## src/rtl/rc4_stream_xor.sv

```systemverilog
// rc4_stream_xor: keystream FIFO, optional RC4-drop[N] discard, and the
// plaintext/keystream XOR stage with a registered ciphertext output.
// One framed message is processed per start pulse.
module rc4_stream_xor #(
   parameter int FIFO_DEPTH = 16,
   parameter int DROP_N     = 0
) (
   input  logic                          clk,
   input  logic                          rst_n,
   input  logic                          start,
   input  logic                          ks_init_done,
   output logic                          ks_en,
   input  logic                          ks_valid,
   input  logic [7:0]                    ks_data,
   input  logic                          pt_valid,
   output logic                          pt_ready,
   input  logic [7:0]                    pt_data,
   input  logic                          pt_last,
   output logic                          ct_valid,
   input  logic                          ct_ready,
   output logic [7:0]                    ct_data,
   output logic                          ct_last,
   output logic                          busy,
   output logic                          ks_ovf,
   output logic [$clog2(FIFO_DEPTH):0]   ks_level
);

   localparam int PW = $clog2(FIFO_DEPTH);
   localparam int LW = PW + 1;
   localparam logic [LW-1:0] FULL_LEVEL = LW'(FIFO_DEPTH);
   localparam logic [9:0]    DROP_LAST  = 10'(DROP_N - 1);

   typedef enum logic [2:0] {
      IDLE,
      WAIT_KS,
      DROP,
      RUN,
      DRAIN
   } state_t;

   state_t          state_q, state_d;
   logic [7:0]      mem_q [FIFO_DEPTH];
   logic [7:0]      mem_d [FIFO_DEPTH];
   logic [PW-1:0]   wr_ptr_q, wr_ptr_d;
   logic [PW-1:0]   rd_ptr_q, rd_ptr_d;
   logic [LW-1:0]   level_q, level_d;
   logic [9:0]      drop_cnt_q, drop_cnt_d;
   logic            ks_en_q, ks_en_d;
   logic            ks_ovf_q, ks_ovf_d;
   logic            ct_valid_q, ct_valid_d;
   logic [7:0]      ct_data_q, ct_data_d;
   logic            ct_last_q, ct_last_d;

   logic            pt_ready_int;
   logic            xfer;
   logic            push_req;
   logic            push;
   logic            fifo_full;
   logic            start_idle;
   logic            ct_out;
   logic            flush;

   // Handshake qualifiers shared by the FSM, FIFO and output register.
   always_comb begin
      start_idle   = (state_q == IDLE) && start;
      ct_out       = ct_valid_q && ct_ready;
      fifo_full    = (level_q == FULL_LEVEL);
      pt_ready_int = (state_q == RUN) && (level_q != '0) && (!ct_valid_q || ct_ready);
      xfer         = pt_valid && pt_ready_int;
      push_req     = (state_q == RUN) && ks_valid;
      push         = push_req && (!fifo_full || xfer);
      flush        = start_idle || ((state_q == DRAIN) && ct_out);
   end

   // Session state machine: next-state decision.
   always_comb begin
      state_d = state_q;
      case (state_q)
         IDLE:    if (start) state_d = WAIT_KS;
         WAIT_KS: if (ks_init_done) state_d = (DROP_N > 0) ? DROP : RUN;
         DROP:    if (ks_valid && (drop_cnt_q == DROP_LAST)) state_d = RUN;
         RUN:     if (xfer && pt_last) state_d = DRAIN;
         DRAIN:   if (ct_out) state_d = IDLE;
         default: state_d = IDLE;
      endcase
   end

   // Drop counter, generator enable and sticky overflow flag.
   always_comb begin
      drop_cnt_d = drop_cnt_q;
      ks_ovf_d   = ks_ovf_q;
      ks_en_d    = (state_d == DROP) || (state_d == RUN);
      if (start_idle) begin
         drop_cnt_d = '0;
         ks_ovf_d   = 1'b0;
      end else begin
         if ((state_q == DROP) && ks_valid) begin
            drop_cnt_d = (drop_cnt_q == DROP_LAST) ? '0 : drop_cnt_q + 10'd1;
         end
         if (push_req && fifo_full && !xfer) begin
            ks_ovf_d = 1'b1;
         end
      end
   end

   // Keystream FIFO: tail write on push, head advance on transfer, flush on session edges.
   always_comb begin
      mem_d    = mem_q;
      wr_ptr_d = wr_ptr_q;
      rd_ptr_d = rd_ptr_q;
      level_d  = level_q;
      if (flush) begin
         wr_ptr_d = '0;
         rd_ptr_d = '0;
         level_d  = '0;
      end else begin
         if (push) begin
            mem_d[wr_ptr_q] = ks_data;
            wr_ptr_d        = wr_ptr_q + PW'(1);
         end
         if (xfer) begin
            rd_ptr_d = rd_ptr_q + PW'(1);
         end
         case ({push, xfer})
            2'b10:   level_d = level_q + LW'(1);
            2'b01:   level_d = level_q - LW'(1);
            default: level_d = level_q;
         endcase
      end
   end

   // Ciphertext output register: load on transfer, retire on downstream accept.
   always_comb begin
      ct_valid_d = ct_valid_q;
      ct_data_d  = ct_data_q;
      ct_last_d  = ct_last_q;
      if (xfer) begin
         ct_valid_d = 1'b1;
         ct_data_d  = pt_data ^ mem_q[rd_ptr_q];
         ct_last_d  = pt_last;
      end else if (ct_out) begin
         ct_valid_d = 1'b0;
      end
   end

   // State register for every flop in the block.
   always_ff @(posedge clk or negedge rst_n) begin
      if (!rst_n) begin
         state_q    <= IDLE;
         for (int i = 0; i < FIFO_DEPTH; i++) mem_q[i] <= '0;
         wr_ptr_q   <= '0;
         rd_ptr_q   <= '0;
         level_q    <= '0;
         drop_cnt_q <= '0;
         ks_en_q    <= 1'b0;
         ks_ovf_q   <= 1'b0;
         ct_valid_q <= 1'b0;
         ct_data_q  <= '0;
         ct_last_q  <= 1'b0;
      end else begin
         state_q    <= state_d;
         mem_q      <= mem_d;
         wr_ptr_q   <= wr_ptr_d;
         rd_ptr_q   <= rd_ptr_d;
         level_q    <= level_d;
         drop_cnt_q <= drop_cnt_d;
         ks_en_q    <= ks_en_d;
         ks_ovf_q   <= ks_ovf_d;
         ct_valid_q <= ct_valid_d;
         ct_data_q  <= ct_data_d;
         ct_last_q  <= ct_last_d;
      end
   end

   assign ks_en    = ks_en_q;
   assign pt_ready = pt_ready_int;
   assign ct_valid = ct_valid_q;
   assign ct_data  = ct_data_q;
   assign ct_last  = ct_last_q;
   assign busy     = (state_q != IDLE);
   assign ks_ovf   = ks_ovf_q;
   assign ks_level = level_q;

endmodule
```

## config.mk

```make
export PLATFORM = sky130hd
export DESIGN_NAME = rc4_stream_xor
export DESIGN_NICKNAME = d
export VERILOG_FILES = /design/src/rtl/rc4_stream_xor.sv
export SDC_FILE = /design/constraint.sdc
export NUM_CORES = 1
export LEC_CHECK = 0
export BUFFER_PORTS_ARGS = -buffer_cell sky130_fd_sc_hd__buf_2
export CAP_MARGIN = 15
export CORE_ASPECT_RATIO = 0.6
export CORE_MARGIN = 2
export CORE_UTILIZATION = 40
export DETAILED_ROUTE_END_ITERATION = 6
export SYNTH_ARGS = -nofsm -noshare
export SYNTH_HDL_FRONTEND = slang
export SYNTH_SLANG_ARGS = --single-unit
```

## constraint.sdc

```tcl
create_clock -name clk -period 6.55 [get_ports clk]
set_input_delay 0.3275 -clock clk [delete_from_list [all_inputs] [get_ports clk]]
set_output_delay 0.3275 -clock clk [all_outputs]
set_load 0.1 [all_outputs]
```

==> results of run 1 <==
## cells by family (layout without fill, tap and decap cells)
| logic type | count (synthesis) | count (layout) | share of synthesized area (%) |
|---|---|---|---|
| AOI/OAI and AO/OA | 58 | 58 | 4.92 |
| and+or+nand+nor | 126 | 126 | 9.05 |
| xor gates and xnor gates | 19 | 19 | 2.07 |
| buffers and inverters | 39 | 83 | 2.23 |
| adders and majority gates | 8 | 8 | 1.25 |
| muxes | 173 | 173 | 28.7 |
| DFF | 166 | 166 | 51.7 |
## per-layer routing
layer | vias to the layer above | share of wire [%]
li1 | 2237 | -
met3 | 16 | 3.5
met1 | 2574 | 51
met2 | 71 | 44
met4 | 0 | 1.1
met5 | - | 0
## stage by stage
stage | cells | utilization, % | worst slack (ns) | area, sq um | total power, uW
floorplan | 589 | - | 3.54 | 8030 | 2160
global placement | 874 | 42.6 | 3.81 | 8460 | 2360
detailed placement | 874 | 42.6 | 3.69 | 8460 | 2400
CTS | 906 | 45.5 | 3.69 | 9040 | 3400
global route | 906 | 45.5 | 3.50 | 9040 | 3550
finish | 906 | 45.5 | 3.70 | 9040 | 3370
## worst min path at each step
stage	slack (ns)	depth (start not counted)	end
floorplan	0.03	0	ct_data[0]
global placement	0.45	2	ct_last
detailed placement	0.47	2	ct_data[3]
CTS	0.02	1	mem_q[63]
global route	0.04	1	drop_cnt_q[3]
finish	-0.03	1	drop_cnt_q[3]
## sequential cells by signal, indices dropped and copies added, names as in the netlist
signal / cells
ks_en: 1
drop_cnt_q: 10
ks_ovf: 1
wr_ptr_q: 4
ct_last: 1
mem_q: 128
state_q: 3
rd_ptr_q: 4
ks_level: 5
ct_data: 8
ct_valid: 1
## cells in the final DEF (no fill, tap or decap), types with 4 or more instances in the layout
master,synthesis,final
dfrtp_1,166,165
mux2_2,118,118
buf_2,5,41
mux4_2,32,32
nand2_1,28,28
nor2_1,25,25
nand3_1,17,17
clkbuf_16,0,17
o21ai_0,16,16
xnor2_1,15,15
a21oi_1,13,13
mux2i_1,12,12
o22ai_1,10,10
nand2b_1,8,8
ha_1,8,8
nand3_2,7,7
mux2_1,7,7
nor3_1,6,6
and3_1,5,5
inv_1,5,5
and2_1,4,4
mux2_4,4,4
xor2_1,4,4
clkbuf_1,20,4
buf_4,3,4
## power by group
| group | switching, uW | internal (uW) |
|---|---|---|
| combinational | 700 | 353 |
| clock | 416 | 574 |
| sequential | 137 | 1190 |
| total | 1250 | 2120 |
## layout make-up
class / count / area [sq um] / share of cell area (%)
clock buffer: 22 / 454 / 5.03
clock inverter: 10 / 123 / 1.36
inverter: 5 / 18.8 / 0.208
multi-input combinational: 384 / 3700 / 40.9
sequential: 166 / 4160 / 46.0
tap: 273 / 342 / 3.78
timing repair buffer: 46 / 246 / 2.73
==> results.sh, run 1 <==
export IMPL_status="complete, but fails checks"
export IMPL_violations="negative hold slack"
export IMPL_fmax_ghz=0.351
export IMPL_cts_setup_buffers=0
export IMPL_crit_fanout=15
export IMPL_period_needed_ns=2.85
export IMPL_row_count=40
export IMPL_slew_violations=0
export IMPL_drt_iter0_markers=337
export IMPL_ys_warn_count=0
export IMPL_grt_busiest_layer="met1"
export IMPL_slew_headroom_pct=37.4
export IMPL_yosysMostFrequentCell="dfrtp_1"
export IMPL_synthTopCellsByArea="dfrtp_1, mux2_2, mux4_2, xnor2_1, mux2i_1"
export IMPL_core_area_sq_um=19900
export IMPL_wl_per_cell_um=19.9
export IMPL_initial_utilization_pct=40.4
export IMPL_slowest_stage="nand4_1"
export IMPL_vias_per_cell=5.41
export IMPL_drc=0
export IMPL_cp_top_family="simple AND/OR/NAND/NOR gates"
export IMPL_end_kind="register"
export IMPL_r2r_slack_ns=3.70
export IMPL_finalNetCount=652
export IMPL_r2r_end="mem_q[19]"
export IMPL_clk_latency_ns=0.44
export IMPL_worstMarginPinSlew_ns=0.939
export IMPL_grt_use_met3_pct=4.28
export IMPL_pwr_density_cell_nw_per_um2=373
export IMPL_leakage_uw=0.00420
export IMPL_gr_total_overflow=0
export IMPL_dieArea_sq_um=21300
export IMPL_finalSetupTns_ns=0
export IMPL_detail_route_first_pass_iterations=4
export IMPL_postSynthCellCount=589
export IMPL_drive_above_1_share_pct=39.5
export IMPL_fillerInstances=1781
export IMPL_r2r_worst_path_cells=5
export IMPL_cts_resized=0
export IMPL_io_pins=43
export IMPL_chipHeight_um=114
export IMPL_hold_slack_ns=-0.0346
export IMPL_drt_wl_total_mm=18.1
export IMPL_path_buf_inv=0
export IMPL_synthTopCellsByCount="dfrtp_1, mux2_2, mux4_2"
export IMPL_die_w_um=187
export IMPL_grt_max_degree=94
export IMPL_clk_pin_slew_ns=0.07
export IMPL_cts_hold_buf=0
export IMPL_rsz0062_at_grt="no"
export IMPL_clk_path_buf_depth=2
export IMPL_place_congestion=0.858
export IMPL_h_tree_depth=4
export IMPL_crit_start="state_q[2]"
export IMPL_ir_drop_mv=0.207
export IMPL_cts_buffers=17
export IMPL_grtUsageTotal_pct=18.4
export IMPL_syn_area_sq_um=8030
export IMPL_criticalPathCategory="reg -> reg"
export IMPL_vias=4898
export IMPL_fin_skew_ns=0.0109
export IMPL_detail_route_antenna_nets=0
export IMPL_cp_required_ns=6.87
export IMPL_hp_class="in -> async"
export IMPL_cp_data_arrival_time_ns=3.17
export IMPL_dp_hpwl_mm=12.1
export IMPL_synth_area_leader_cell="dfrtp_1"
export IMPL_hold_viol_final=7
export IMPL_synth_ff_latch_count=166
export IMPL_diodes=0
export IMPL_synth_edf_count=0
export IMPL_min_period_over_period_pct=43.5
export IMPL_cts_tree="done"
export IMPL_antenna_found_initial=0
export IMPL_clock_sinks=166
export IMPL_synth_top_flop_cell="dfrtp_1"
export IMPL_area_delta_synth_final_pct=12.5
export IMPL_yosysTopAreaCellShare_pct=51.7
export IMPL_cts_root_buffer="clkbuf_16"
export IMPL_start_kind="register"
export IMPL_ys_types=58
export IMPL_slowest_delay_ns=0.63
export IMPL_seq_area_frac_synth_pct=51.7
export IMPL_grt_use_met1_pct=27.3
export IMPL_drv_cap=0
export IMPL_synth_avg_cell_area_sq_um=13.6
export IMPL_grt_pass1_wl_mm=29.5
export IMPL_grt_util_met2_pct=26.9
export IMPL_port_buffers=42
export IMPL_crit_end="mem_q[19]"
export IMPL_cp_depth=5
export IMPL_setup_violations=0
export IMPL_grt_pass1_vias=5145
export IMPL_async_flop_share_pct=100
export IMPL_path_cells="and3b_1 > nand3_4 > a31oi_4 > nand4_1 > mux2_2"
export IMPL_synth_net_count=621
export IMPL_r2r_start="state_q[2]"
Note: power is estimated with default switching activity, not from simulation.
==> inputs of run 2 (changes only) <==
Clock period 6.55 ns to 2.7 ns, I/O delays scaled along.
==> results.sh, run 2 (synthesis results as in run 1) <==
export IMPL_slew_headroom_pct=48.7
export IMPL_drt_iter0_markers=324
export IMPL_seq_power_share_pct=38.6
export IMPL_dp_cells=898
export IMPL_area_delta_synth_final_pct=16.2
export IMPL_power_switching_uw=3080
export IMPL_worstMarginPinSlew_ns=0.759
export IMPL_layout_common_cells="dfrtp_1, mux2_2, buf_2, mux4_2, nand2_1"
export IMPL_dieArea_sq_um=21300
export IMPL_drt_wl_total_mm=18.6
export IMPL_detail_route_antenna_nets=0
export IMPL_h_tree_depth=4
export IMPL_dp_hpwl_mm=13.1
export IMPL_ir_drop_mv=0.566
export IMPL_internal_power_uw=5260
export IMPL_postPlaceCellArea_sq_um=8690
export IMPL_min_period_over_period_pct=95.1
export IMPL_min_path_cells=3
export IMPL_fin_skew_ns=0.0108
export IMPL_chipHeight_um=114
export IMPL_io_pins=43
export IMPL_end_kind="register"
export IMPL_place_congestion=0.855
export IMPL_hp_class="in -> reg"
export IMPL_crit_fanout=8
export IMPL_antenna_found_initial=0
export IMPL_clk_path_buf_depth=2
export IMPL_detail_route_first_pass_iterations=5
export IMPL_hp_start="pt_data[2]"
export IMPL_drv_cap=0
export IMPL_setup_violations=0
export IMPL_switching_share_pct=36.9
export IMPL_slowest_stage="or4_4"
export IMPL_largest_register_ffs=128
export IMPL_largest_register="mem_q"
export IMPL_slew_violations=0
export IMPL_cts_root_buffer="clkbuf_16"
export IMPL_die_w_um=187
export IMPL_initial_utilization_pct=40.4
export IMPL_finalNetCount=681
export IMPL_instances_no_fill=935
export IMPL_clk_pin_slew_ns=0.06
export IMPL_cts_setup_buffers=0
export IMPL_vias_per_cell=5.40
export IMPL_status="finished clean"
export IMPL_grtUsageTotal_pct=18.9
export IMPL_grt_max_degree=79
export IMPL_clk_latency_ns=0.43
export IMPL_core_area_sq_um=19900
export IMPL_path_buf_inv=0
export IMPL_clockPowerShare_pct=28.9
export IMPL_slowest_delay_ns=0.56
export IMPL_drive_above_1_share_pct=43.2
export IMPL_start_kind="register"
export IMPL_port_buffers=42
export IMPL_r2r_start="ks_level[1]"
export IMPL_vias=5049
export IMPL_r2r_slack_ns=0.13
export IMPL_rsz0062_at_grt="no"
export IMPL_gr_total_overflow=0
export IMPL_fillerInstances=1750
export IMPL_cts_tree="done"
export IMPL_pwr_density_cell_nw_per_um2=894
export IMPL_hold_viol_final=0
export IMPL_cp_top_family="simple AND/OR/NAND/NOR gates"
export IMPL_leakage_uw=0.00434
export IMPL_drc=0
export IMPL_holdPathEnd="ct_data[2]"
export IMPL_diodes=0
export IMPL_cp_data_arrival_time_ns=2.91
export IMPL_clock_sinks=166
export IMPL_final_common_cell="dfrtp_1"
export IMPL_period_needed_ns=2.57
export IMPL_finalSetupTns_ns=0
export IMPL_cts_buffers=17
export IMPL_combPwrFrac_pct=32.5
export IMPL_grt_pass1_vias=5345
export IMPL_path_cells="or4_4 > nor2_2 > nor2_1 > xnor2_1 > ha_1 > or4_1 > o21ai_0 > mux2i_1"
export IMPL_r2r_end="ks_level[2]"
export IMPL_wl_per_cell_um=19.9
export IMPL_r2r_worst_path_cells=8
export IMPL_fmax_ghz=0.390
export IMPL_criticalPathCategory="reg -> reg"
export IMPL_grt_pass1_wl_mm=30.1
export IMPL_design_area_sq_um=9330
export IMPL_row_count=40
export IMPL_cp_required_ns=3.05
[run 2: per-layer routing]
layer  vias to the layer above  GRT usage [%]  wire, um
met4                         0           4.81       129
met3                        10           5.11       759
met2                        94           28.5      8380
met5                         -              0         0
met1                      2652           27.1      9350
li1                       2293              -         -
[run 2: stage by stage]
stage / hold WS (ns) / worst slack (ns) / utilization (%) / total power, uW
after detailed placement: 0.230 / 0.127 / 43.7 / 5940
after floorplan: -0.161 / 0.0294 / - / 5260
after global placement: 0.225 / 0.208 / 43.7 / 5830
after CTS: 0.0293 / 0.106 / 46.9 / 8380
after global routing: 0.0457 / 0.0207 / 47.0 / 8760
final: 0.0389 / 0.133 / 47.0 / 8340
[run 2: final cells by class]
type / instances / area (sq um) / share of cell area, %
Clock inverter: 12 / 129 / 1.38
Inverter: 5 / 18.8 / 0.201
Multi-Input combinational cell: 384 / 3700 / 39.7
Tap cell: 273 / 342 / 3.66
Timing Repair Buffer: 75 / 514 / 5.51
Sequential cell: 166 / 4170 / 44.7
Clock buffer: 20 / 457 / 4.89
[run 2: power groups by stage]
stage | Clock (uW) | Combinational, uW | Sequential [uW]
final | 2410 | 2710 | 3220
after global routing | 2590 | 2900 | 3280
after CTS | 2470 | 2700 | 3210
after detailed placement | 0 | 2680 | 3260
after global placement | 0 | 2610 | 3220
after floorplan | 0 | 1480 | 3780
[run 2: worst reg2reg max path, delay by kind of cell, from the launching register on]
kind,cells,cell delay (ns)
AOI/OAI and AO/OA,1,0.11
xor gates and xnor gates,1,0.14
adders and majority gates,1,0.22
DFF,1,0.52
muxes,1,0.22
and+or+nand+nor,4,1.29
[run 2: how the worst max path moves through the flow]
| stage | slack, ns | startpoint | to | depth (start not counted) |
|---|---|---|---|---|
| after floorplan | 0.03 | ks_level[1] | ks_level[2] | 8 |
| after global placement | 0.21 | ks_level[1] | ks_level[2] | 8 |
| after detailed placement | 0.13 | ks_level[1] | ks_level[2] | 8 |
| after CTS | 0.11 | ks_level[1] | ks_level[2] | 8 |
| after global routing | 0.02 | ks_level[1] | ks_level[2] | 8 |
| final | 0.13 | ks_level[1] | ks_level[2] | 8 |
[run 2: timing repair]
item	in CTS	in global routing
gates resized for setup	0	3
hold endpoints to repair	80	0
hold buffers	5	0
endpoints found under the setup margin	0	1
==> inputs of run 3 (changes only) <==
Settings changed: BUFFER_PORTS_ARGS -buffer_cell sky130_fd_sc_hd__buf_2 to default, DONT_BUFFER_PORTS from default to 1.
==> results.sh, run 3 (synthesis results as in run 1) <==
export IMPL_port_buffers=0
export IMPL_initial_utilization_pct=40.4
export IMPL_grt_pass1_wl_mm=30.2
export IMPL_drv_cap=0
export IMPL_die_w_um=187
export IMPL_diodes=0
export IMPL_end_kind="register"
export IMPL_finalNetCount=663
export IMPL_drt_wl_total_mm=18.6
export IMPL_row_count=40
export IMPL_path_cells="or4_1 > nor2_2 > nor2_1 > xnor2_1 > ha_1 > or4_1 > o21ai_0 > mux2i_1"
export IMPL_vias=5044
export IMPL_vias_per_cell=5.52
export IMPL_drive_above_1_share_pct=38.8
export IMPL_hold_slack_ns=-0.579
export IMPL_clock_sinks=166
export IMPL_hp_class="in -> async"
export IMPL_antenna_found_initial=0
export IMPL_wl_per_cell_um=20.3
export IMPL_detail_route_first_pass_iterations=4
export IMPL_cts_root_buffer="clkbuf_16"
export IMPL_largest_register="mem_q"
export IMPL_area_delta_synth_final_pct=15.7
export IMPL_gr_total_overflow=0
export IMPL_fmax_ghz=0.397
export IMPL_criticalPathCategory="reg -> reg"
export IMPL_cts_setup_buffers=0
export IMPL_period_needed_ns=2.52
export IMPL_design_power_total_uw=8290
export IMPL_h_tree_depth=4
export IMPL_dieArea_sq_um=21300
export IMPL_crit_fanout=4
export IMPL_cts_buffers=17
export IMPL_setup_violations=0
export IMPL_dp_hpwl_mm=12.6
export IMPL_fillerInstances=1751
export IMPL_min_period_over_period_pct=93.3
export IMPL_slowest_stage="or4_1"
export IMPL_start_kind="register"
export IMPL_leakage_uw=0.00427
export IMPL_ir_drop_mv=0.569
export IMPL_status="complete, but fails checks"
export IMPL_fin_skew_ns=0.0102
export IMPL_cts_tree="done"
export IMPL_pwr_density_cell_nw_per_um2=892
export IMPL_grt_max_degree=167
export IMPL_place_congestion=0.835
export IMPL_cts_hold_buf=19
export IMPL_layout_common_cells="dfrtp_1, mux2_2, buf_4, mux4_2, nand2_1"
export IMPL_grtUsageTotal_pct=18.7
export IMPL_cp_data_arrival_time_ns=2.87
export IMPL_core_area_sq_um=19900
export IMPL_drc=0
export IMPL_slowest_delay_ns=0.58
export IMPL_slew_headroom_pct=38.6
export IMPL_drt_iter0_markers=406
export IMPL_clk_path_buf_depth=2
export IMPL_crit_top_cell="or4_1"
export IMPL_cp_required_ns=3.05
export IMPL_detail_route_antenna_nets=0
export IMPL_worstMarginPinSlew_ns=0.920
export IMPL_violations="negative hold slack"
export IMPL_chipHeight_um=114
export IMPL_rsz0062_at_grt="no"
export IMPL_finalSetupTns_ns=0
export IMPL_io_pins=43
export IMPL_grt_pass1_vias=5189
export IMPL_clk_latency_ns=0.43
export IMPL_final_common_cell="dfrtp_1"
export IMPL_clk_pin_slew_ns=0.07
export IMPL_slew_violations=0
export IMPL_largest_register_ffs=128
export IMPL_cts_resized=0
export IMPL_hold_viol_final=166
[run 3: final cells by class]
type / count / area, sq um / area share [%]
clock inverters: 8 / 98.8 / 1.06
inverters: 5 / 18.8 / 0.202
clock buffers: 21 / 480 / 5.17
multi-input cells: 384 / 3700 / 39.8
well taps: 273 / 342 / 3.68
flip-flops and latches: 166 / 4170 / 44.8
repair buffers: 57 / 488 / 5.25
[run 3: layer usage]
| layer | track usage [%] | vias to the layer above | wire, um |
|---|---|---|---|
| li1 | - | 2256 | - |
| met3 | 3.94 | 18 | 901 |
| met2 | 27.4 | 120 | 8120 |
| met1 | 27.9 | 2650 | 9340 |
| met5 | 0 | - | 0 |
| met4 | 5.93 | 0 | 191 |
[run 3: worst max-delay path, delay by kind of cell, from the launching register on]
| kind | cells | cell delay, ns |
|---|---|---|
| flip-flops | 1 | 0.47 |
| AO/OA/AOI/OAI | 1 | 0.13 |
| multiplexers | 1 | 0.21 |
| XOR/XNOR | 1 | 0.13 |
| AND/OR/NAND/NOR | 4 | 1.29 |
| adder cells (fa/ha/maj) | 1 | 0.21 |
[run 3: power breakdown]
group | total, uW | leakage (uW) | internal [uW] | switching (uW)
Sequential | 3220 | 0.00225 | 2900 | 320
Clock | 2400 | 0.000283 | 1440 | 961
Combinational | 2660 | 0.00174 | 976 | 1690
Total | 8290 | 0.00427 | 5320 | 2970
[run 3: worst paths after layout]
check	from	end	slack, ns	depth (start not counted)
worst min register to register	ct_last	ct_last	0.48	2
min in group clk	pt_data[5]	ct_data[5]	0.03	2
worst max register to register	ks_level[1]	ks_level[2]	0.18	8
max in group asynchronous	rst_n	ct_data[7]	2.96	0
worst min-delay path	rst_n	drop_cnt_q[2]	-0.58	0
worst max-delay path	ks_level[1]	ks_level[2]	0.18	8
[run 3: through the flow]
stage                     instances  setup slack [ns]  util (%)  area (sq um)
after CTS                       914             0.177      46.8          9290
after floorplan                 589            0.0294         -          8040
after detailed placement        866             0.195      42.9          8520
after global placement          866             0.254      42.9          8520
final                           914             0.180      46.8          9290
after global routing            914            0.0604      46.8          9290
